[src/rtl/carry_tree_seq_ctrl_if.sv]
// carry_tree_seq_ctrl_if
//   Groups the operand and result handshakes of carry_tree_seq_ctrl.
//   master : requester/consumer side (drives operands and out_ready)
//   slave  : controller side (drives ready/valid, result and status)
// Signals
//   in_valid/in_ready   operand handshake; a, b, cin sampled on it
//   out_valid/out_ready result handshake; sum, cout, mismatch held during it
//   busy                controller is in RUN or DONE
interface carry_tree_seq_ctrl_if #(
  parameter int WIDTH = 16
);
  logic             in_valid;
  logic             in_ready;
  logic [WIDTH-1:0] a;
  logic [WIDTH-1:0] b;
  logic             cin;
  logic             out_valid;
  logic             out_ready;
  logic [WIDTH-1:0] sum;
  logic             cout;
  logic             mismatch;
  logic             busy;

  modport master (
    output in_valid, a, b, cin, out_ready,
    input  in_ready, out_valid, sum, cout, mismatch, busy
  );

  modport slave (
    input  in_valid, a, b, cin, out_ready,
    output in_ready, out_valid, sum, cout, mismatch, busy
  );
endinterface

[src/rtl/carry_tree_seq_ctrl.sv]
// carry_tree / carry_tree_seq_ctrl
//   carry_tree: combinational 4-bit adder slice computing the sum with three
//   parallel-prefix carry networks (Kogge-Stone, Brent-Kung, Sklansky).
//     a_i, b_i, cin_i      slice operands and carry-in
//     ksa_o, bka_o, ska_o  {cout, sum[3:0]} from each network
//   carry_tree_seq_ctrl: performs a WIDTH-bit add one nibble per clock,
//   LS nibble first, through a single shared carry_tree, rippling the carry
//   in a register. Returns the Kogge-Stone result and flags any slice where
//   the other two networks disagree with it.
//     clk       rising-edge clock
//     rst       asynchronous active-high reset
//     ctrl_if   operand/result handshake bundle (slave modport)
//   WIDTH must be a multiple of 4 and at least 4.

module carry_tree (
  input  logic [3:0] a_i,
  input  logic [3:0] b_i,
  input  logic       cin_i,
  output logic [4:0] ksa_o,
  output logic [4:0] bka_o,
  output logic [4:0] ska_o
);
  // Prefix operator on {generate, propagate}; hi spans the more significant bits.
  function automatic logic [1:0] gp_dot(input logic [1:0] hi, input logic [1:0] lo);
    return {hi[1] | (hi[0] & lo[1]), hi[0] & lo[0]};
  endfunction

  // Builds {cout, sum} from bit propagates and carries c4..c1 plus carry-in c0.
  function automatic logic [4:0] pack_sum(input logic [3:0] p, input logic [3:0] c_hi,
                                          input logic c0);
    return {c_hi[3], p ^ {c_hi[2:0], c0}};
  endfunction

  logic [3:0] p_s;
  logic [1:0] gp_s  [4];
  logic [1:0] ks1_s [4];
  logic [1:0] ks2_s [4];
  logic [1:0] bk01_s, bk23_s, bk02_s, bk03_s;
  logic [1:0] sk01_s, sk23_s, sk02_s, sk03_s;

  // Three prefix networks over the same bit-level generate/propagate pairs.
  always_comb begin
    p_s = a_i ^ b_i;
    // Carry-in is folded into bit 0 so every prefix node directly yields a carry.
    gp_s[0] = gp_dot({a_i[0] & b_i[0], p_s[0]}, {cin_i, 1'b0});
    for (int i = 1; i < 4; i++) begin
      gp_s[i] = {a_i[i] & b_i[i], p_s[i]};
    end

    // Kogge-Stone: spans 1 then 2, every bit combined at every level.
    ks1_s[0] = gp_s[0];
    for (int i = 1; i < 4; i++) begin
      ks1_s[i] = gp_dot(gp_s[i], gp_s[i-1]);
    end
    ks2_s[0] = ks1_s[0];
    ks2_s[1] = ks1_s[1];
    for (int i = 2; i < 4; i++) begin
      ks2_s[i] = gp_dot(ks1_s[i], ks1_s[i-2]);
    end
    ksa_o = pack_sum(p_s, {ks2_s[3][1], ks2_s[2][1], ks2_s[1][1], ks2_s[0][1]}, cin_i);

    // Brent-Kung: pairwise up-sweep, then down-sweep fills bit 2.
    bk01_s = gp_dot(gp_s[1], gp_s[0]);
    bk23_s = gp_dot(gp_s[3], gp_s[2]);
    bk03_s = gp_dot(bk23_s, bk01_s);
    bk02_s = gp_dot(gp_s[2], bk01_s);
    bka_o  = pack_sum(p_s, {bk03_s[1], bk02_s[1], bk01_s[1], gp_s[0][1]}, cin_i);

    // Sklansky: lower-half prefix fans out to both upper-half bits.
    sk01_s = gp_dot(gp_s[1], gp_s[0]);
    sk23_s = gp_dot(gp_s[3], gp_s[2]);
    sk02_s = gp_dot(gp_s[2], sk01_s);
    sk03_s = gp_dot(sk23_s, sk01_s);
    ska_o  = pack_sum(p_s, {sk03_s[1], sk02_s[1], sk01_s[1], gp_s[0][1]}, cin_i);
  end
endmodule

module carry_tree_seq_ctrl #(
  parameter int WIDTH = 16
) (
  input logic              clk,
  input logic              rst,
  carry_tree_seq_ctrl_if.slave ctrl_if
);
  localparam int N  = WIDTH / 4;
  localparam int KW = (N > 1) ? $clog2(N) : 1;
  localparam logic [KW-1:0] K_LAST = KW'(N - 1);

  typedef enum logic [1:0] {
    IDLE = 2'd0,
    RUN  = 2'd1,
    DONE = 2'd2
  } state_e;

  state_e           state_q, state_d;
  logic [KW-1:0]    k_q, k_d;
  logic [WIDTH-1:0] a_q, a_d;
  logic [WIDTH-1:0] b_q, b_d;
  logic             carry_q, carry_d;
  logic [WIDTH-1:0] sum_q, sum_d;
  logic             cout_q, cout_d;
  logic             mismatch_q, mismatch_d;

  logic [3:0] a_slice_s;
  logic [3:0] b_slice_s;
  logic [4:0] ksa_s, bka_s, ska_s;

  assign a_slice_s = a_q[{k_q, 2'b00} +: 4];
  assign b_slice_s = b_q[{k_q, 2'b00} +: 4];

  carry_tree u_slice (
    .a_i   (a_slice_s),
    .b_i   (b_slice_s),
    .cin_i (carry_q),
    .ksa_o (ksa_s),
    .bka_o (bka_s),
    .ska_o (ska_s)
  );

  // State, slice index, operand and result registers.
  always_ff @(posedge clk or posedge rst) begin
    if (rst) begin
      state_q    <= IDLE;
      k_q        <= '0;
      a_q        <= '0;
      b_q        <= '0;
      carry_q    <= 1'b0;
      sum_q      <= '0;
      cout_q     <= 1'b0;
      mismatch_q <= 1'b0;
    end else begin
      state_q    <= state_d;
      k_q        <= k_d;
      a_q        <= a_d;
      b_q        <= b_d;
      carry_q    <= carry_d;
      sum_q      <= sum_d;
      cout_q     <= cout_d;
      mismatch_q <= mismatch_d;
    end
  end

  // Next-state and datapath updates for the IDLE/RUN/DONE sequencer.
  always_comb begin
    state_d    = state_q;
    k_d        = k_q;
    a_d        = a_q;
    b_d        = b_q;
    carry_d    = carry_q;
    sum_d      = sum_q;
    cout_d     = cout_q;
    mismatch_d = mismatch_q;

    case (state_q)
      IDLE: begin
        if (ctrl_if.in_valid) begin
          a_d        = ctrl_if.a;
          b_d        = ctrl_if.b;
          carry_d    = ctrl_if.cin;
          k_d        = '0;
          sum_d      = '0;
          cout_d     = 1'b0;
          mismatch_d = 1'b0;
          state_d    = RUN;
        end else begin
          state_d = IDLE;
        end
      end

      RUN: begin
        sum_d[{k_q, 2'b00} +: 4] = ksa_s[3:0];
        carry_d                  = ksa_s[4];
        // Sticky across the transaction's slices; cleared only on accept.
        if ((bka_s != ksa_s) || (ska_s != ksa_s)) begin
          mismatch_d = 1'b1;
        end else begin
          mismatch_d = mismatch_q;
        end
        if (k_q == K_LAST) begin
          cout_d  = ksa_s[4];
          k_d     = '0;
          state_d = DONE;
        end else begin
          k_d     = k_q + KW'(1);
          state_d = RUN;
        end
      end

      DONE: begin
        if (ctrl_if.out_ready) begin
          state_d = IDLE;
        end else begin
          state_d = DONE;
        end
      end

      default: begin
        state_d = IDLE;
      end
    endcase
  end

  // Handshake/status flags decode from the registered state only.
  assign ctrl_if.in_ready  = (state_q == IDLE);
  assign ctrl_if.out_valid = (state_q == DONE);
  assign ctrl_if.busy      = (state_q == RUN) || (state_q == DONE);
  assign ctrl_if.sum       = sum_q;
  assign ctrl_if.cout      = cout_q;
  assign ctrl_if.mismatch  = mismatch_q;
endmodule

[src/flat_wrapper.sv]
// flat-port wrapper written by rule: the top's interface ports become plain ports
module carry_tree_seq_ctrl_flat 
#(
  parameter int WIDTH = 16
)
  (clk, rst, ctrl_if_in_valid, ctrl_if_a, ctrl_if_b, ctrl_if_cin, ctrl_if_out_ready, ctrl_if_in_ready, ctrl_if_out_valid, ctrl_if_sum, ctrl_if_cout, ctrl_if_mismatch, ctrl_if_busy);
  carry_tree_seq_ctrl_if #(.WIDTH(WIDTH)) ctrl_if_i ();
  input logic clk;
  input logic rst;
  input wire logic [$bits(ctrl_if_i.in_valid)-1:0] ctrl_if_in_valid;
  input wire logic [$bits(ctrl_if_i.a)-1:0] ctrl_if_a;
  input wire logic [$bits(ctrl_if_i.b)-1:0] ctrl_if_b;
  input wire logic [$bits(ctrl_if_i.cin)-1:0] ctrl_if_cin;
  input wire logic [$bits(ctrl_if_i.out_ready)-1:0] ctrl_if_out_ready;
  output wire logic [$bits(ctrl_if_i.in_ready)-1:0] ctrl_if_in_ready;
  output wire logic [$bits(ctrl_if_i.out_valid)-1:0] ctrl_if_out_valid;
  output wire logic [$bits(ctrl_if_i.sum)-1:0] ctrl_if_sum;
  output wire logic [$bits(ctrl_if_i.cout)-1:0] ctrl_if_cout;
  output wire logic [$bits(ctrl_if_i.mismatch)-1:0] ctrl_if_mismatch;
  output wire logic [$bits(ctrl_if_i.busy)-1:0] ctrl_if_busy;
  assign ctrl_if_i.in_valid = ctrl_if_in_valid;
  assign ctrl_if_i.a = ctrl_if_a;
  assign ctrl_if_i.b = ctrl_if_b;
  assign ctrl_if_i.cin = ctrl_if_cin;
  assign ctrl_if_i.out_ready = ctrl_if_out_ready;
  assign ctrl_if_in_ready = ctrl_if_i.in_ready;
  assign ctrl_if_out_valid = ctrl_if_i.out_valid;
  assign ctrl_if_sum = ctrl_if_i.sum;
  assign ctrl_if_cout = ctrl_if_i.cout;
  assign ctrl_if_mismatch = ctrl_if_i.mismatch;
  assign ctrl_if_busy = ctrl_if_i.busy;
  carry_tree_seq_ctrl #(.WIDTH(WIDTH)) u_core (.clk(clk), .rst(rst), .ctrl_if(ctrl_if_i));
endmodule
[config.mk]
export PLATFORM = sky130hd
export DESIGN_NAME = carry_tree_seq_ctrl_flat
export DESIGN_NICKNAME = d
export VERILOG_FILES = /design/src/rtl/carry_tree_seq_ctrl_if.sv /design/src/rtl/carry_tree_seq_ctrl.sv /design/src/flat_wrapper.sv
export SDC_FILE = /design/constraint.sdc
export NUM_CORES = 1
export LEC_CHECK = 0
export CELL_PAD_IN_SITES_DETAIL_PLACEMENT = 1
export CELL_PAD_IN_SITES_GLOBAL_PLACEMENT = 2
export CORE_UTILIZATION = 35
export DETAILED_ROUTE_END_ITERATION = 8
export MAX_ROUTING_LAYER = met4
export PLACE_DENSITY_LB_ADDON = 0.1
export REMOVE_ABC_BUFFERS = 1
export SYNTH_ARGS = -nofsm -noshare
export SYNTH_HDL_FRONTEND = slang
export SYNTH_HIERARCHICAL = 1
export SYNTH_SLANG_ARGS = --single-unit
[constraint.sdc]
create_clock -name clk -period 4.1 [get_ports clk]
set_input_delay 0.82 -clock clk [delete_from_list [all_inputs] [get_ports clk]]
set_output_delay 0.82 -clock clk [all_outputs]
set_load 0.01 [all_outputs]
==> reports/results.ini <==
[worst_hold_path]
holdPathEnd = u_core/b_q[14]
min-delay-start = u_core/b_q[14]
worstHoldPathType = flop to flop
worstHoldPathCells = 1

[logic_synthesis]
synth_compound_area_share_pct = 10.37
synth_top_family_by_area = multiplexers
ys_ff_latch = 55
synth_top_area_share_pct = 48.76
synth_area_leaders = dfrtp_1, mux2_2, mux4_2
ys_seq_area_share_pct = 48.76
synth_fa_ha_area_share_pct = 7.890
syn_avg_cell_area_sq_um = 13.57
netlist_area_sq_mm = 0.002823
synth-xor-area-share_pct = 0.6206
synthSimpleGateAreaFrac_pct = 7.225
syn_inst = 208
synth.distinct_cells = 41
synth_mux_area_share_pct = 19.50
yosysTopAreaCell = dfrtp_1
yosysWarnings = 6

[floorplanning]
initial_utilization_pct = 36.34
rows = 32
die_w_um = 91.81
die_y_um = 91.81
io_pins = 58
dieArea_sq_mm = 0.008428
core-area_sq_mm = 0.007767

[placed_design]
dp.final_hpwl_mm = 4.137
port_buffers = 57
gp_congestion = 0.6685
postPlaceCellArea_sq_mm = 0.003426

[cts]
cts_buffers = 5
cts_tree = yes
clk_latency_ps = 310
postCtsSetupRepairBufs = 0
cts_hold_buf = 0
ctsRootBufferMaster = clkbuf_8
cts_htree_levels = 2
cts_resized = 0
cts.sinks = 55
clkTransAtPathRegs_ps = 100
clockBufferDepth = 2

[pwr]
p_total_mw = 3.196
vdd_drop_max_uv = 357.8
pwr_density_cell_mw_per_mm2 = 910.3
leakagePower_nw = 1.507

[detailed_routing]
drt_iter0_drc = 32
first_pass_iters = 2
avgRoutedWirePerCell_um = 15.31
drt.antenna.violating_nets = 0
drc = 0
drt-total-wl_mm = 5.557
num_vias = 1780
vias_per_cell = 4.904

[worst_setup_path]
ff2ff_path_depth = 10
path_class = flop to flop
path_max_fanout = 11
worstPathArrival_ps = 3640
critPathCaptureType = flop
start_kind = flop
cp.required_ps = 4290
rrSetupSlack_ps = 650
r2r-end = u_core/ctrl_if.mismatch
r2r_start = u_core/k_q[0]

[final_layout]
syn_to_final_growth_pct = 24.38
finish.instance_area_sq_mm = 0.003511
nets = 313
num_antenna_cells = 0
drive_gt1_share_pct = 22.99

[timing]
hold_viol_final = 0
worstMarginPinSlew_ps = 902.9
slew_viol_final = 0
setup_tns_ps = 0
fin_skew_ps = 4.408
slew_headroom_pct = 39.72
period_share_pct = 84.16
rsz0062_at_grt = false
fmax_ghz = 0.2898
period_needed_ps = 3450
finalSetupViolations = 0

[global_routing]
grt_pass1_wl_mm = 9.701
grt_start_max_net_pins = 44
gr-total-overflow = 0
met2_usage_pct = 23.68
grt_use_total_pct = 15.44
antenna_found_initial = 0
grt.busiest_layer = met2
grtUsageMet1_pct = 20.86
grt_pass1_vias = 1860
gr-usage-met3_pct = 2.736

[outcome]
outcome = complete, no violations

[flow_run]
cap_violations = 0

==> layout make-up <==
class | instances | area [sq um]
well taps | 102 | 127.6
repair buffers | 60 | 593.1
clock inverters | 2 | 12.51
clock buffers | 6 | 72.57
flip-flops and latches | 55 | 1376
inverters | 11 | 41.29
fillers | 829 | 4257
multi-input cells | 127 | 1287
==> Yosys cell counts, drive strengths merged <==
| cell type | number |
|---|---|
| a2111oi | 1 |
| a21o | 3 |
| a21oi | 5 |
| a22o | 16 |
| a31oi | 1 |
| and2b | 1 |
| and3 | 4 |
| and4 | 1 |
| and4bb | 1 |
| buf | 14 |
| clkbuf | 1 |
| dfrtp | 55 |
| fa | 3 |
| ha | 13 |
| inv | 11 |
| mux2 | 32 |
| mux2i | 1 |
| mux4 | 8 |
| nand2 | 6 |
| nand2b | 3 |
| nand3 | 2 |
| nor2 | 3 |
| nor2b | 1 |
| nor3 | 6 |
| nor4b | 1 |
| o21ai | 9 |
| o22ai | 2 |
| or3 | 2 |
| xnor2 | 1 |
| xor2 | 1 |
==> worst max path at each step <==
stage	startpoint	end	slack (ps)	cells past startpoint
2_1_floorplan	u_core/k_q[0]	u_core/ctrl_if.mismatch	640	10
3_3_place_gp	u_core/k_q[0]	u_core/ctrl_if.mismatch	680	10
3_5_place_dp	u_core/k_q[0]	u_core/ctrl_if.mismatch	620	10
4_1_cts	u_core/k_q[0]	u_core/ctrl_if.mismatch	600	10
5_1_grt	u_core/k_q[0]	u_core/ctrl_if.mismatch	430	10
6_report	u_core/k_q[0]	u_core/ctrl_if.mismatch	650	10
==> critical path, stage by stage (launching register included) <==
cell	delay [ps]
dfrtp_1	580
mux4_2	580
fa_1	470
inv_1	80
fa_1	150
inv_1	60
fa_1	370
xor2_1	200
or3_1	370
a2111oi_2	370
nor3_1	100
==> logic make-up after synthesis <==
kind of cell / Yosys count
flip-flops: 55
multiplexers: 41
AO/OA/AOI/OAI: 37
AND/OR/NAND/NOR: 31
buffers and inverters: 26
adder cells (fa/ha/maj): 16
XOR/XNOR: 2
==> placed cells by master (no fill, tap or decap), types with 4 or more instances in the layout <==
cell,synthesis,layout
a22o_1,16,16
nor3_1,5,5
nand2_1,5,5
mux4_2,8,8
ha_1,13,13
inv_1,10,9
a21oi_1,4,4
and3_1,4,4
dfrtp_1,55,55
mux2_2,30,30
clkdlybuf4s50_1,0,57
clkbuf_8,0,5
==> metrics by stage <==
step           utilization, %  instances  hold WS, ps  setup slack [ps]
2_1_floorplan               -        193        458.9             635.7
3_3_place_gp            44.10        355        482.9             676.2
3_5_place_dp            44.10        355        486.8             616.1
4_1_cts                 45.20        363        515.6             603.9
5_1_grt                 45.20        363        525.7             425.8
6_report                45.20        363        508.2             649.5
==> report_power, final <==
| part | total [mW] | internal [mW] | leakage, nW | switching [mW] |
|---|---|---|---|---|
| sequential | 0.911 | 0.771 | 0.683 | 0.140 |
| combinational | 1.99 | 0.892 | 0.783 | 1.10 |
| clock | 0.296 | 0.120 | 0.0412 | 0.176 |
| total | 3.20 | 1.78 | 1.51 | 1.41 |
==> layer usage <==
metal  part of all wire, %  vias up
met5                     0        -
met4                  0.99        0
met3                   2.8        5
met2                    49       36
met1                    47      889
li1                      -      850
==> sequential cells by signal, indices dropped and copies added, names as in the netlist <==
signal	cells
u_core/k_q	2
u_core/carry_q	1
u_core/state_q	2
u_core/ctrl_if.cout	1
u_core/b_q	16
u_core/a_q	16
u_core/ctrl_if.mismatch	1
u_core/ctrl_if.sum	16
(Power assumes the default switching activity.)
